[src/rtl/obuf_acc_pkg.sv]
// Shared widths, stage indices, base-select encoding and sign-extension helpers
// for the output-buffer accumulator.
package obuf_acc_pkg;

  localparam int unsigned ARRAY_M_DEF         = 4;
  localparam int unsigned PE_OUT_WIDTH_DEF    = 32;
  localparam int unsigned ACC_WIDTH_DEF       = 48;
  localparam int unsigned BIAS_WIDTH_DEF      = 32;
  localparam int unsigned OBUF_ADDR_WIDTH_DEF = 16;

  // Pipeline stage indices: accept, add, write, forward-hold
  localparam int unsigned STAGE_S0 = 0;
  localparam int unsigned STAGE_S1 = 1;
  localparam int unsigned STAGE_S2 = 2;
  localparam int unsigned STAGE_S3 = 3;

  typedef logic [PE_OUT_WIDTH_DEF-1:0] psum_t;
  typedef logic [BIAS_WIDTH_DEF-1:0]   bias_t;
  typedef logic [ACC_WIDTH_DEF-1:0]    acc_t;

  // Where a lane takes its accumulation base from
  typedef enum logic [1:0] {
    BASE_FIRST = 2'd0,
    BASE_S2    = 2'd1,
    BASE_S3    = 2'd2,
    BASE_OBUF  = 2'd3
  } base_sel_e;

  function automatic acc_t psum_to_acc(input psum_t p);
    return {{(ACC_WIDTH_DEF - PE_OUT_WIDTH_DEF){p[PE_OUT_WIDTH_DEF-1]}}, p};
  endfunction

  function automatic acc_t bias_to_acc(input bias_t b);
    return {{(ACC_WIDTH_DEF - BIAS_WIDTH_DEF){b[BIAS_WIDTH_DEF-1]}}, b};
  endfunction

endpackage

[src/rtl/obuf_accumulator_if.sv]
// Row input, output-buffer read/write and completion signals of the accumulator.
interface obuf_accumulator_if
  import obuf_acc_pkg::*;
#(
  parameter int unsigned ARRAY_M         = ARRAY_M_DEF,
  parameter int unsigned PE_OUT_WIDTH    = PE_OUT_WIDTH_DEF,
  parameter int unsigned ACC_WIDTH       = ACC_WIDTH_DEF,
  parameter int unsigned BIAS_WIDTH      = BIAS_WIDTH_DEF,
  parameter int unsigned OBUF_ADDR_WIDTH = OBUF_ADDR_WIDTH_DEF
);

  logic                            in_valid;
  logic [ARRAY_M*PE_OUT_WIDTH-1:0] in_data;
  logic [OBUF_ADDR_WIDTH-1:0]      in_addr;
  logic                            in_first;
  logic                            in_last;
  logic [ARRAY_M*BIAS_WIDTH-1:0]   bias_data;

  logic                            obuf_read_req;
  logic [OBUF_ADDR_WIDTH-1:0]      obuf_read_addr;
  logic [ARRAY_M*ACC_WIDTH-1:0]    obuf_read_data;

  logic                            obuf_write_req;
  logic [OBUF_ADDR_WIDTH-1:0]      obuf_write_addr;
  logic [ARRAY_M*ACC_WIDTH-1:0]    obuf_write_data;

  logic                            done_valid;
  logic [OBUF_ADDR_WIDTH-1:0]      done_addr;
  logic                            busy;

  // Array side plus output buffer: drives rows and read data
  modport master (
    output in_valid, in_data, in_addr, in_first, in_last, bias_data,
    output obuf_read_data,
    input  obuf_read_req, obuf_read_addr,
    input  obuf_write_req, obuf_write_addr, obuf_write_data,
    input  done_valid, done_addr, busy
  );

  // Accumulator side
  modport slave (
    input  in_valid, in_data, in_addr, in_first, in_last, bias_data,
    input  obuf_read_data,
    output obuf_read_req, obuf_read_addr,
    output obuf_write_req, obuf_write_addr, obuf_write_data,
    output done_valid, done_addr, busy
  );

endinterface

[src/rtl/acc_lane.sv]
// One lane: pick the accumulation base and add the sign-extended partial sum.
module acc_lane
  import obuf_acc_pkg::*;
(
  input  psum_t     psum,
  input  acc_t      first_base,
  input  acc_t      s2_data,
  input  acc_t      s3_data,
  input  acc_t      obuf_data,
  input  base_sel_e sel,
  output acc_t      sum_c
);

  acc_t base_c;

  // Base mux; the select is computed once in the top for all lanes
  always_comb begin
    base_c = obuf_data;
    case (sel)
      BASE_FIRST: base_c = first_base;
      BASE_S2:    base_c = s2_data;
      BASE_S3:    base_c = s3_data;
      default:    base_c = obuf_data;
    endcase
  end

  // Two's-complement wrap, no saturation
  assign sum_c = base_c + psum_to_acc(psum);

endmodule

[src/rtl/obuf_accumulator.sv]
// Read-modify-write accumulator behind the systolic array.
// S0 accept/read, S1 base select + add, S2 write registers, S3 forward hold.
// Build option: OBUF_ACC_BIAS_EN adds bias_data on first-pass rows;
// without it the first-pass base is zero and bias_data is ignored.
module obuf_accumulator
  import obuf_acc_pkg::*;
#(
  parameter int unsigned ARRAY_M         = ARRAY_M_DEF,
  parameter int unsigned PE_OUT_WIDTH    = PE_OUT_WIDTH_DEF,
  parameter int unsigned ACC_WIDTH       = ACC_WIDTH_DEF,
  parameter int unsigned BIAS_WIDTH      = BIAS_WIDTH_DEF,
  parameter int unsigned OBUF_ADDR_WIDTH = OBUF_ADDR_WIDTH_DEF
) (
  input logic               clk,
  input logic               reset,
  obuf_accumulator_if.slave bus
);

  localparam int unsigned PSUM_BUS_W = ARRAY_M * PE_OUT_WIDTH;
  localparam int unsigned ACC_BUS_W  = ARRAY_M * ACC_WIDTH;

  logic [STAGE_S3:STAGE_S0+1] vld_q, vld_d;

  logic [OBUF_ADDR_WIDTH-1:0] s1_addr_q, s1_addr_d;
  logic                       s1_first_q, s1_first_d;
  logic                       s1_last_q, s1_last_d;
  logic [PSUM_BUS_W-1:0]      s1_data_q, s1_data_d;

  logic [OBUF_ADDR_WIDTH-1:0] s2_addr_q, s2_addr_d;
  logic [ACC_BUS_W-1:0]       s2_data_q, s2_data_d;
  logic                       done_q, done_d;

  logic [OBUF_ADDR_WIDTH-1:0] s3_addr_q, s3_addr_d;
  logic [ACC_BUS_W-1:0]       s3_data_q, s3_data_d;

  logic                       busy_q, busy_d;

  base_sel_e                  sel_c;
  logic [ACC_BUS_W-1:0]       sum_c;

  // Read is issued straight from the incoming row
  assign bus.obuf_read_req  = bus.in_valid & ~bus.in_first;
  assign bus.obuf_read_addr = bus.in_addr;

  // Base priority: first pass, then newest in-flight result, then obuf
  always_comb begin
    sel_c = BASE_OBUF;
    if (s1_first_q) begin
      sel_c = BASE_FIRST;
    end else if (vld_q[STAGE_S2] && (s2_addr_q == s1_addr_q)) begin
      sel_c = BASE_S2;
    end else if (vld_q[STAGE_S3] && (s3_addr_q == s1_addr_q)) begin
      sel_c = BASE_S3;
    end
  end

  // Per-lane base mux and adder
  for (genvar m = 0; m < ARRAY_M; m++) begin : g_lane
    acc_t first_base;
`ifdef OBUF_ACC_BIAS_EN
    assign first_base = bias_to_acc(bus.bias_data[m*BIAS_WIDTH +: BIAS_WIDTH]);
`else
    assign first_base = '0;
`endif
    acc_lane u_lane (
      .psum       (s1_data_q[m*PE_OUT_WIDTH +: PE_OUT_WIDTH]),
      .first_base (first_base),
      .s2_data    (s2_data_q[m*ACC_WIDTH +: ACC_WIDTH]),
      .s3_data    (s3_data_q[m*ACC_WIDTH +: ACC_WIDTH]),
      .obuf_data  (bus.obuf_read_data[m*ACC_WIDTH +: ACC_WIDTH]),
      .sel        (sel_c),
      .sum_c      (sum_c[m*ACC_WIDTH +: ACC_WIDTH])
    );
  end

`ifndef OBUF_ACC_BIAS_EN
  // Bias port kept for pin compatibility only
  logic unused_bias;
  assign unused_bias = ^bus.bias_data[ARRAY_M*BIAS_WIDTH-1:0];
`endif

  // Next-state for the valid pipeline and stage payloads
  always_comb begin
    vld_d      = '0;
    s1_addr_d  = s1_addr_q;
    s1_first_d = s1_first_q;
    s1_last_d  = s1_last_q;
    s1_data_d  = s1_data_q;
    s2_addr_d  = s2_addr_q;
    s2_data_d  = s2_data_q;
    s3_addr_d  = s3_addr_q;
    s3_data_d  = s3_data_q;

    vld_d[STAGE_S1] = bus.in_valid;
    vld_d[STAGE_S2] = vld_q[STAGE_S1];
    vld_d[STAGE_S3] = vld_q[STAGE_S2];

    if (bus.in_valid) begin
      s1_addr_d  = bus.in_addr;
      s1_first_d = bus.in_first;
      s1_last_d  = bus.in_last;
      s1_data_d  = bus.in_data;
    end

    if (vld_q[STAGE_S1]) begin
      s2_addr_d = s1_addr_q;
      s2_data_d = sum_c;
    end

    if (vld_q[STAGE_S2]) begin
      s3_addr_d = s2_addr_q;
      s3_data_d = s2_data_q;
    end

    done_d = vld_q[STAGE_S1] & s1_last_q;
    busy_d = |vld_d;
  end

  // Stage registers; reset drops every in-flight row including S3
  always_ff @(posedge clk) begin
    if (reset) begin
      vld_q      <= '0;
      s1_addr_q  <= '0;
      s1_first_q <= 1'b0;
      s1_last_q  <= 1'b0;
      s1_data_q  <= '0;
      s2_addr_q  <= '0;
      s2_data_q  <= '0;
      done_q     <= 1'b0;
      s3_addr_q  <= '0;
      s3_data_q  <= '0;
      busy_q     <= 1'b0;
    end else begin
      vld_q      <= vld_d;
      s1_addr_q  <= s1_addr_d;
      s1_first_q <= s1_first_d;
      s1_last_q  <= s1_last_d;
      s1_data_q  <= s1_data_d;
      s2_addr_q  <= s2_addr_d;
      s2_data_q  <= s2_data_d;
      done_q     <= done_d;
      s3_addr_q  <= s3_addr_d;
      s3_data_q  <= s3_data_d;
      busy_q     <= busy_d;
    end
  end

  assign bus.obuf_write_req  = vld_q[STAGE_S2];
  assign bus.obuf_write_addr = s2_addr_q;
  assign bus.obuf_write_data = s2_data_q;
  assign bus.done_valid      = done_q;
  assign bus.done_addr       = s2_addr_q;
  assign bus.busy            = busy_q;

endmodule
[src/flat_wrapper.sv]
// flat-port wrapper written by rule: the top's interface ports become plain ports
module obuf_accumulator_flat import obuf_acc_pkg::*;
#(
  parameter int unsigned ARRAY_M         = ARRAY_M_DEF,
  parameter int unsigned PE_OUT_WIDTH    = PE_OUT_WIDTH_DEF,
  parameter int unsigned ACC_WIDTH       = ACC_WIDTH_DEF,
  parameter int unsigned BIAS_WIDTH      = BIAS_WIDTH_DEF,
  parameter int unsigned OBUF_ADDR_WIDTH = OBUF_ADDR_WIDTH_DEF
)
  (clk, reset, bus_in_valid, bus_in_data, bus_in_addr, bus_in_first, bus_in_last, bus_bias_data, bus_obuf_read_data, bus_obuf_read_req, bus_obuf_read_addr, bus_obuf_write_req, bus_obuf_write_addr, bus_obuf_write_data, bus_done_valid, bus_done_addr, bus_busy);
  obuf_accumulator_if #(.ARRAY_M(ARRAY_M), .PE_OUT_WIDTH(PE_OUT_WIDTH), .ACC_WIDTH(ACC_WIDTH), .BIAS_WIDTH(BIAS_WIDTH), .OBUF_ADDR_WIDTH(OBUF_ADDR_WIDTH)) bus_i ();
  input logic clk;
  input logic reset;
  input wire logic [$bits(bus_i.in_valid)-1:0] bus_in_valid;
  input wire logic [$bits(bus_i.in_data)-1:0] bus_in_data;
  input wire logic [$bits(bus_i.in_addr)-1:0] bus_in_addr;
  input wire logic [$bits(bus_i.in_first)-1:0] bus_in_first;
  input wire logic [$bits(bus_i.in_last)-1:0] bus_in_last;
  input wire logic [$bits(bus_i.bias_data)-1:0] bus_bias_data;
  input wire logic [$bits(bus_i.obuf_read_data)-1:0] bus_obuf_read_data;
  output wire logic [$bits(bus_i.obuf_read_req)-1:0] bus_obuf_read_req;
  output wire logic [$bits(bus_i.obuf_read_addr)-1:0] bus_obuf_read_addr;
  output wire logic [$bits(bus_i.obuf_write_req)-1:0] bus_obuf_write_req;
  output wire logic [$bits(bus_i.obuf_write_addr)-1:0] bus_obuf_write_addr;
  output wire logic [$bits(bus_i.obuf_write_data)-1:0] bus_obuf_write_data;
  output wire logic [$bits(bus_i.done_valid)-1:0] bus_done_valid;
  output wire logic [$bits(bus_i.done_addr)-1:0] bus_done_addr;
  output wire logic [$bits(bus_i.busy)-1:0] bus_busy;
  assign bus_i.in_valid = bus_in_valid;
  assign bus_i.in_data = bus_in_data;
  assign bus_i.in_addr = bus_in_addr;
  assign bus_i.in_first = bus_in_first;
  assign bus_i.in_last = bus_in_last;
  assign bus_i.bias_data = bus_bias_data;
  assign bus_i.obuf_read_data = bus_obuf_read_data;
  assign bus_obuf_read_req = bus_i.obuf_read_req;
  assign bus_obuf_read_addr = bus_i.obuf_read_addr;
  assign bus_obuf_write_req = bus_i.obuf_write_req;
  assign bus_obuf_write_addr = bus_i.obuf_write_addr;
  assign bus_obuf_write_data = bus_i.obuf_write_data;
  assign bus_done_valid = bus_i.done_valid;
  assign bus_done_addr = bus_i.done_addr;
  assign bus_busy = bus_i.busy;
  obuf_accumulator #(.ARRAY_M(ARRAY_M), .PE_OUT_WIDTH(PE_OUT_WIDTH), .ACC_WIDTH(ACC_WIDTH), .BIAS_WIDTH(BIAS_WIDTH), .OBUF_ADDR_WIDTH(OBUF_ADDR_WIDTH)) u_core (.clk(clk), .reset(reset), .bus(bus_i));
endmodule
[config.mk]
export PLATFORM = sky130hd
export DESIGN_NAME = obuf_accumulator_flat
export DESIGN_NICKNAME = d
export VERILOG_FILES = /design/src/rtl/obuf_acc_pkg.sv /design/src/rtl/obuf_accumulator_if.sv /design/src/rtl/acc_lane.sv /design/src/rtl/obuf_accumulator.sv /design/src/flat_wrapper.sv
export SDC_FILE = /design/constraint.sdc
export NUM_CORES = 2
export LEC_CHECK = 0
export ABC_AREA = 1
export BUFFER_PORTS_ARGS = -buffer_cell sky130_fd_sc_hd__buf_2
export CAP_MARGIN = 20
export CORE_MARGIN = 4
export CORE_UTILIZATION = 30
export CTS_CLUSTER_DIAMETER = 80
export CTS_CLUSTER_SIZE = 8
export DETAILED_ROUTE_END_ITERATION = 8
export GPL_TIMING_DRIVEN = 0
export HOLD_SLACK_MARGIN = 0.08
export PLACE_DENSITY = 0.49
export SYNTH_ARGS = -nofsm -noshare
export SYNTH_HDL_FRONTEND = slang
export SYNTH_SLANG_ARGS = --single-unit
[constraint.sdc]
create_clock -name clk -period 4.05 [get_ports clk]
set_clock_uncertainty 0.2 [all_clocks]
set_input_delay 0 -clock clk [delete_from_list [all_inputs] [get_ports clk]]
set_output_delay 0 -clock clk [all_outputs]
set_load 0.01 [all_outputs]
; After elaboration in Yosys (flattened, before gate mapping)
; Index checks and enable logic that the tools add are counted.
[totals]
ff_bits = 567
elab_cells = 33
[op_classes]
addsub = 4
eq_ne = 4
mux = 7
bitwise_logic = 3
n_reduce_logical = 4
[op_table]
columns = operator, n
row1 = $pmux 48 s3, 4
row2 = $add 48x48->48, 4
row3 = $eq 16x16->1, 2
row4 = $mux 2, 2
row5 = $reduce_or 3->1, 1
row6 = $and 1x1->1, 2
row7 = $eq 2x1->1 const B, 1
row8 = $eq 2x2->1 const B, 1
row9 = $logic_and 1x1->1, 2
row10 = $logic_not 2->1, 1
row11 = $mux 1, 1
row12 = $not 1->1, 1

; Depth between registers and ports, before layout
[depth]
word_depth = 8
mapped_depth = 30
mapped_depth_nobuf = 28

; Modules after synthesis
; From an unflattened synthesis, not the netlist that was laid out.
[unflattened]
hier_cells = 7452
area_unflattened_um2 = 43341.6
[by_module_without_submodules]
columns = mod, instances, cells_each, area_each_um2, seq_area_each_um2
row1 = obuf_accumulator, 1, 2577, 20368.3, 11350.9
row2 = acc_lane (u_core.g_lane[1].u_lane), 1, 1217, 5771.8, 0.0
row3 = acc_lane (u_core.g_lane[3].u_lane), 1, 1219, 5761.8, 0.0
row4 = acc_lane (u_core.g_lane[0].u_lane), 1, 1218, 5753.0, 0.0
row5 = acc_lane (u_core.g_lane[2].u_lane), 1, 1221, 5686.7, 0.0

; Worst setup path before layout
; Ideal clock, no wire load.
[synth_timing]
kind = reg-to-reg
from = register u_core.vld_q[2] (netlist bit)
to = register u_core.s2_data_q[46], in the netlist u_core.bus.obuf_write_data[46]
setup_time_ps = 116
t_arrival_ps = 3508
t_required_ps = 3734
slack_ps = 226
stages_incl_launch_ff = 28
period_less_slack_ps = 3824
path_cell_list = dfxtp_1 > buf_4 > inv_2 > a21oi_2 > nand3_1 > nor2_2 > nand3_4 > nand2_4 > nor2_4 > clkinv_2 > buf_4 > buf_2 > o21ai_0 > inv_1 > ha_1 > inv_1 > fa_1 > inv_1 > nand3_1 > nand2_1 > a21oi_1 > inv_1 > a21oi_1 > or2_2 > nand4_1 > nand3_1 > o211ai_1 > inv_1
[synth_between]
elab_chain_len = 6
word_cells_on_any_way = 8
classes_between = 1 x add/sub / 2 x eq/ne / 3 x mux / 2 x reduce/logical
[synth_rtl]
columns = element, line_no
row1 = "start, declared", obuf_accumulator.sv:22  ; logic [STAGE_S3:STAGE_S0+1] vld_q, vld_d;
row2 = "start signal, assigned", obuf_accumulator.sv:134  ; vld_q <= vld_d;
row3 = $logic_and 1x1->1 (*), obuf_accumulator.sv:50  ; end else if (vld_q[STAGE_S2] && (s2_addr_q == s1_addr_q)) begin
row4 = $mux 2 (*), obuf_accumulator.sv:50
row5 = $mux 2 (*), obuf_accumulator.sv:48  ; if (s1_first_q) begin
row6 = "$eq 2x2->1, or another cell as far along", acc_lane.sv:19  ; case (sel)
row7 = $pmux 48 s3 (*), acc_lane.sv:19
row8 = $add 48x48->48 (*), acc_lane.sv:28  ; assign sum_c = base_c + psum_to_acc(psum);
row9 = "end signal, assigned", obuf_accumulator.sv:140  ; s2_data_q <= s2_data_d;
row10 = "end, declared", obuf_accumulator.sv:30  ; logic [ACC_BUS_W-1:0] s2_data_q, s2_data_d;
; Every way passes the cells marked *; elsewhere a longest branch is shown, timed or not.
; A chain may end at the register's enable or synchronous reset.

==> reports/results.tsv <==
metric	value	unit
Critical Path Max Stage Delay	0.99	ns
Psw	8.37	mW
first-pass GRT wire length	325	mm
switching share of total power	0.388	
leading area contributor after synthesis	dfxtp_1	
number of nets in the layout	8141	
Layout area overhead	66.6	%
clk root buf	clkbuf_16	
R2R Path End	u_core.bus.obuf_write_data[123]	
antenna violations before repair	14	
Slew @ Worst Pin	1.52	ns
Tcrit/Tclk final	1.01	
global route overflow	0	
Final setup violation count	5	
Hold Path Origin	bus_obuf_read_data[77]	
Clock power frac	0.315	
Synth top cells by count	inv_1, o21ai_0, nor2_1, nand2_1, a21oi_1	
Top FF cell, synth	dfxtp_1	
number of global-route vias before repair	47900	
Initial Utilization	0.302	
Mapped Cells	5984	
P_int	13.2	mW
Logic pwr share	0.390	
gr usage total	0.335	
H-tree depth	3	
PD cells	341	nW/µm²
hold depth	8	
Reg2Reg Setup Slack	-0.04	ns
pre-CTS setup slack	-2.46	ns
worst vdd ir	283	µV
synthesized flop and latch total	567	
syn nets	6645	
Fin. Hold Viols	0	
GP Congestion	1.02	
placed insts	8229	
Non-Filler Instances	9148	
die width	364	µm
RSZ-0062 raised after global routing	yes	
share of post-route cells with drive strength above 1	0.349	
most used cell, CP	clkbuf_1	
worst hold endpoint	u_core.bus.obuf_write_data[77]	
max-slew violations	19	
r2r worst-path depth	7	
Yosys top cell area share	0.299	
reg2reg start	u_core.vld_q[1]	
final hold slack	0.116	ns
Reg clk slew, reported paths	0.05	ns
DR WL/cell	25.8	µm
Crit Path Max Fanout	10	
cell area after synthesis	38000	µm²
max-cap violation count	1	
most frequent cell after synthesis	inv_1	
Slew headroom	-0.0142	
Mean Syn Cell Area	6.35	µm²
Post-DRT Antenna Nets	0	
latest clock arrival within the worst-skew pair	0.70	ns
TritonCTS clock tree	yes	
largest net degree at the start of global routing	19	
Post-synth EDFFs	0	
post-DP HPWL	182	mm
Static Leak	27.3	nW
die footprint	132000	µm²
fraction of registers with async set/reset	0	
sequential fraction of the synthesis area	0.299	
vias per cell	5.38	
1st-pass router iterations	6	
crit path cell chain	clkinv_1 > clkbuf_1 > clkbuf_1 > clkbuf_1 > a21oi_1 > o21ai_1 > inv_1	
IO Count	713	
Worst setup SP type	flop	
number of buffers created by CTS	84	
Port Buf Inserts	583	
drc violations	0	
Hold Path Class	primary input to flop	
Layout Utilization	0.503	
CP Data Required Time	4.43	ns
Die Y	364	µm
CP arrival	4.47	ns
row count	130	
Netlist cell types	47	
sequential share of power	0.295	
# clock sinks	567	
failing checks	max-capacitance violations, max-slew violations, negative setup slack	
Final WS setup	-0.0439	ns
YS warnings	0	
Setup CP Type	flop to flop	
post-route minimum period	4.09	ns
Max Buffers Root-to-Sink	3	
Iter 0 DRT Violations	4387	
WL final	236	mm
status	complete, but fails checks	
Fillers	12500	
slowest CP cell	clkbuf_1	
Via Count	49200	
fmax	244	MHz
CP Capture Type	flop	
Placeable Area	126000	µm²
top cells by area, synth	dfxtp_1, o21ai_0, inv_1, a21oi_1, nor2_1	
[worst max path at each step]
stage / from / to / slack (ns) / cells past startpoint
floorplan: u_core.vld_q[2] / u_core.bus.obuf_write_data[46] / 0.23 / 27
global placement: u_core.s1_addr_q[1] / u_core.bus.obuf_write_data[142] / -2.47 / 22
detailed placement: u_core.s1_addr_q[1] / u_core.bus.obuf_write_data[126] / -2.46 / 21
CTS: u_core.bus.done_addr[5] / u_core.bus.obuf_write_data[133] / -0.06 / 25
global route: u_core.bus.done_addr[7] / u_core.bus.obuf_write_data[46] / -0.18 / 27
finish: u_core.vld_q[1] / u_core.bus.obuf_write_data[123] / -0.04 / 7
[area by class of cell]
class | count | area (µm²) | area share
multi-input cells | 4186 | 30700 | 0.485
flip-flops and latches | 567 | 11400 | 0.180
repair buffers | 1419 | 11200 | 0.177
inverters | 915 | 3470 | 0.0549
clock buffers | 87 | 2130 | 0.0337
plain buffers | 307 | 2080 | 0.0330
well taps | 1650 | 2060 | 0.0326
clock inverters | 13 | 216 | 0.00342
diodes | 4 | 10.0 | 0.000158
[state kept, by name, indices dropped and copies added, names as in the netlist]
register	cells
u_core.s1_addr_q	16
u_core.bus.busy	1
u_core.bus.obuf_write_data	192
u_core.s3_data_q	192
u_core.s3_addr_q	16
u_core.s1_last_q	1
u_core.bus.done_addr	16
u_core.bus.done_valid	1
u_core.vld_q	3
u_core.s1_first_q	1
u_core.s1_data_q	128
[cell families after synthesis]
family                     Yosys count  share of synthesized area
AOI/OAI and AO/OA                 1865                      0.262
xor gates and xnor gates           118                     0.0272
adders and majority gates          192                     0.0641
buffers and inverters             1231                      0.127
DFF                                567                      0.299
and+or+nand+nor                   2011                      0.221
[per-stage QoR]
step	total power, mW	setup TNS (ns)	cell area (µm²)
after floorplan	9.39	0	38000
after global placement	11.7	-275.21	43000
after detailed placement	11.8	-267.92	43200
after CTS	20.3	-0.525	57300
after global routing	22.4	-8.08	63200
final	21.6	-0.115	63300
[worst max-delay path: cells and delay by family, from the launching register on]
family	cells	cell delay (ns)
buf+inv	5	3.08
flops	1	0.35
compound gates	2	0.32
[power by group through the flow]
| stage | clock (mW) | sequential (mW) | combinational [mW] |
|---|---|---|---|
| 3_3_place_gp | 0 | 6.41 | 5.34 |
| 4_1_cts | 6.87 | 6.34 | 7.05 |
| 3_5_place_dp | 0 | 6.41 | 5.35 |
| 6_report | 6.80 | 6.38 | 8.41 |
| 5_1_grt | 7.07 | 6.39 | 8.90 |
| 2_1_floorplan | 0 | 6.35 | 3.04 |
[per-layer routing]
layer / part of all wire / GRT usage / vias to the layer above
met2: 0.46 / 0.555 / 2047
met4: 0.061 / 0.159 / 2
met5: 0.000034 / 0 / -
met1: 0.41 / 0.421 / 23800
met3: 0.076 / 0.0631 / 538
li1: - / - / 22900
[cell usage in the layout, fill, tap and decap left out, types with 28 or more instances in the layout]
master         instances
inv_1                785
buf_2                596
dlygate4sd3_1        576
o21ai_0              543
dfxtp_1              539
nor2_1               525
nand2_1              519
a21oi_1              385
buf_4                256
o21ai_1              238
clkbuf_1             167
nand2_2              159
ha_4                 151
nor2_2               140
o21ai_2              129
nor3_1               128
a21oi_2              122
inv_2                121
nand3_1              105
nor2_4               102
clkbuf_16             94
a21oi_4               91
nor3_2                72
nand4_1               68
o22ai_1               66
nand3_2               62
xor2_1                49
o22ai_2               49
nand2_4               43
o211ai_1              43
xnor2_1               34
nor3_4                33
o21ai_4               31
buf_8                 30
buf_12                28
[repair_timing]
item                                     CTS  global route
resized for setup                       1292          1266
hold buffers                             578             0
cloned                                     2             9
endpoints found under the hold margin    353             0
endpoints found under the setup margin   188           157
setup buffers                            131           104
pin swaps                                155           333
No activity file was read; power rests on OpenSTA's default activity.
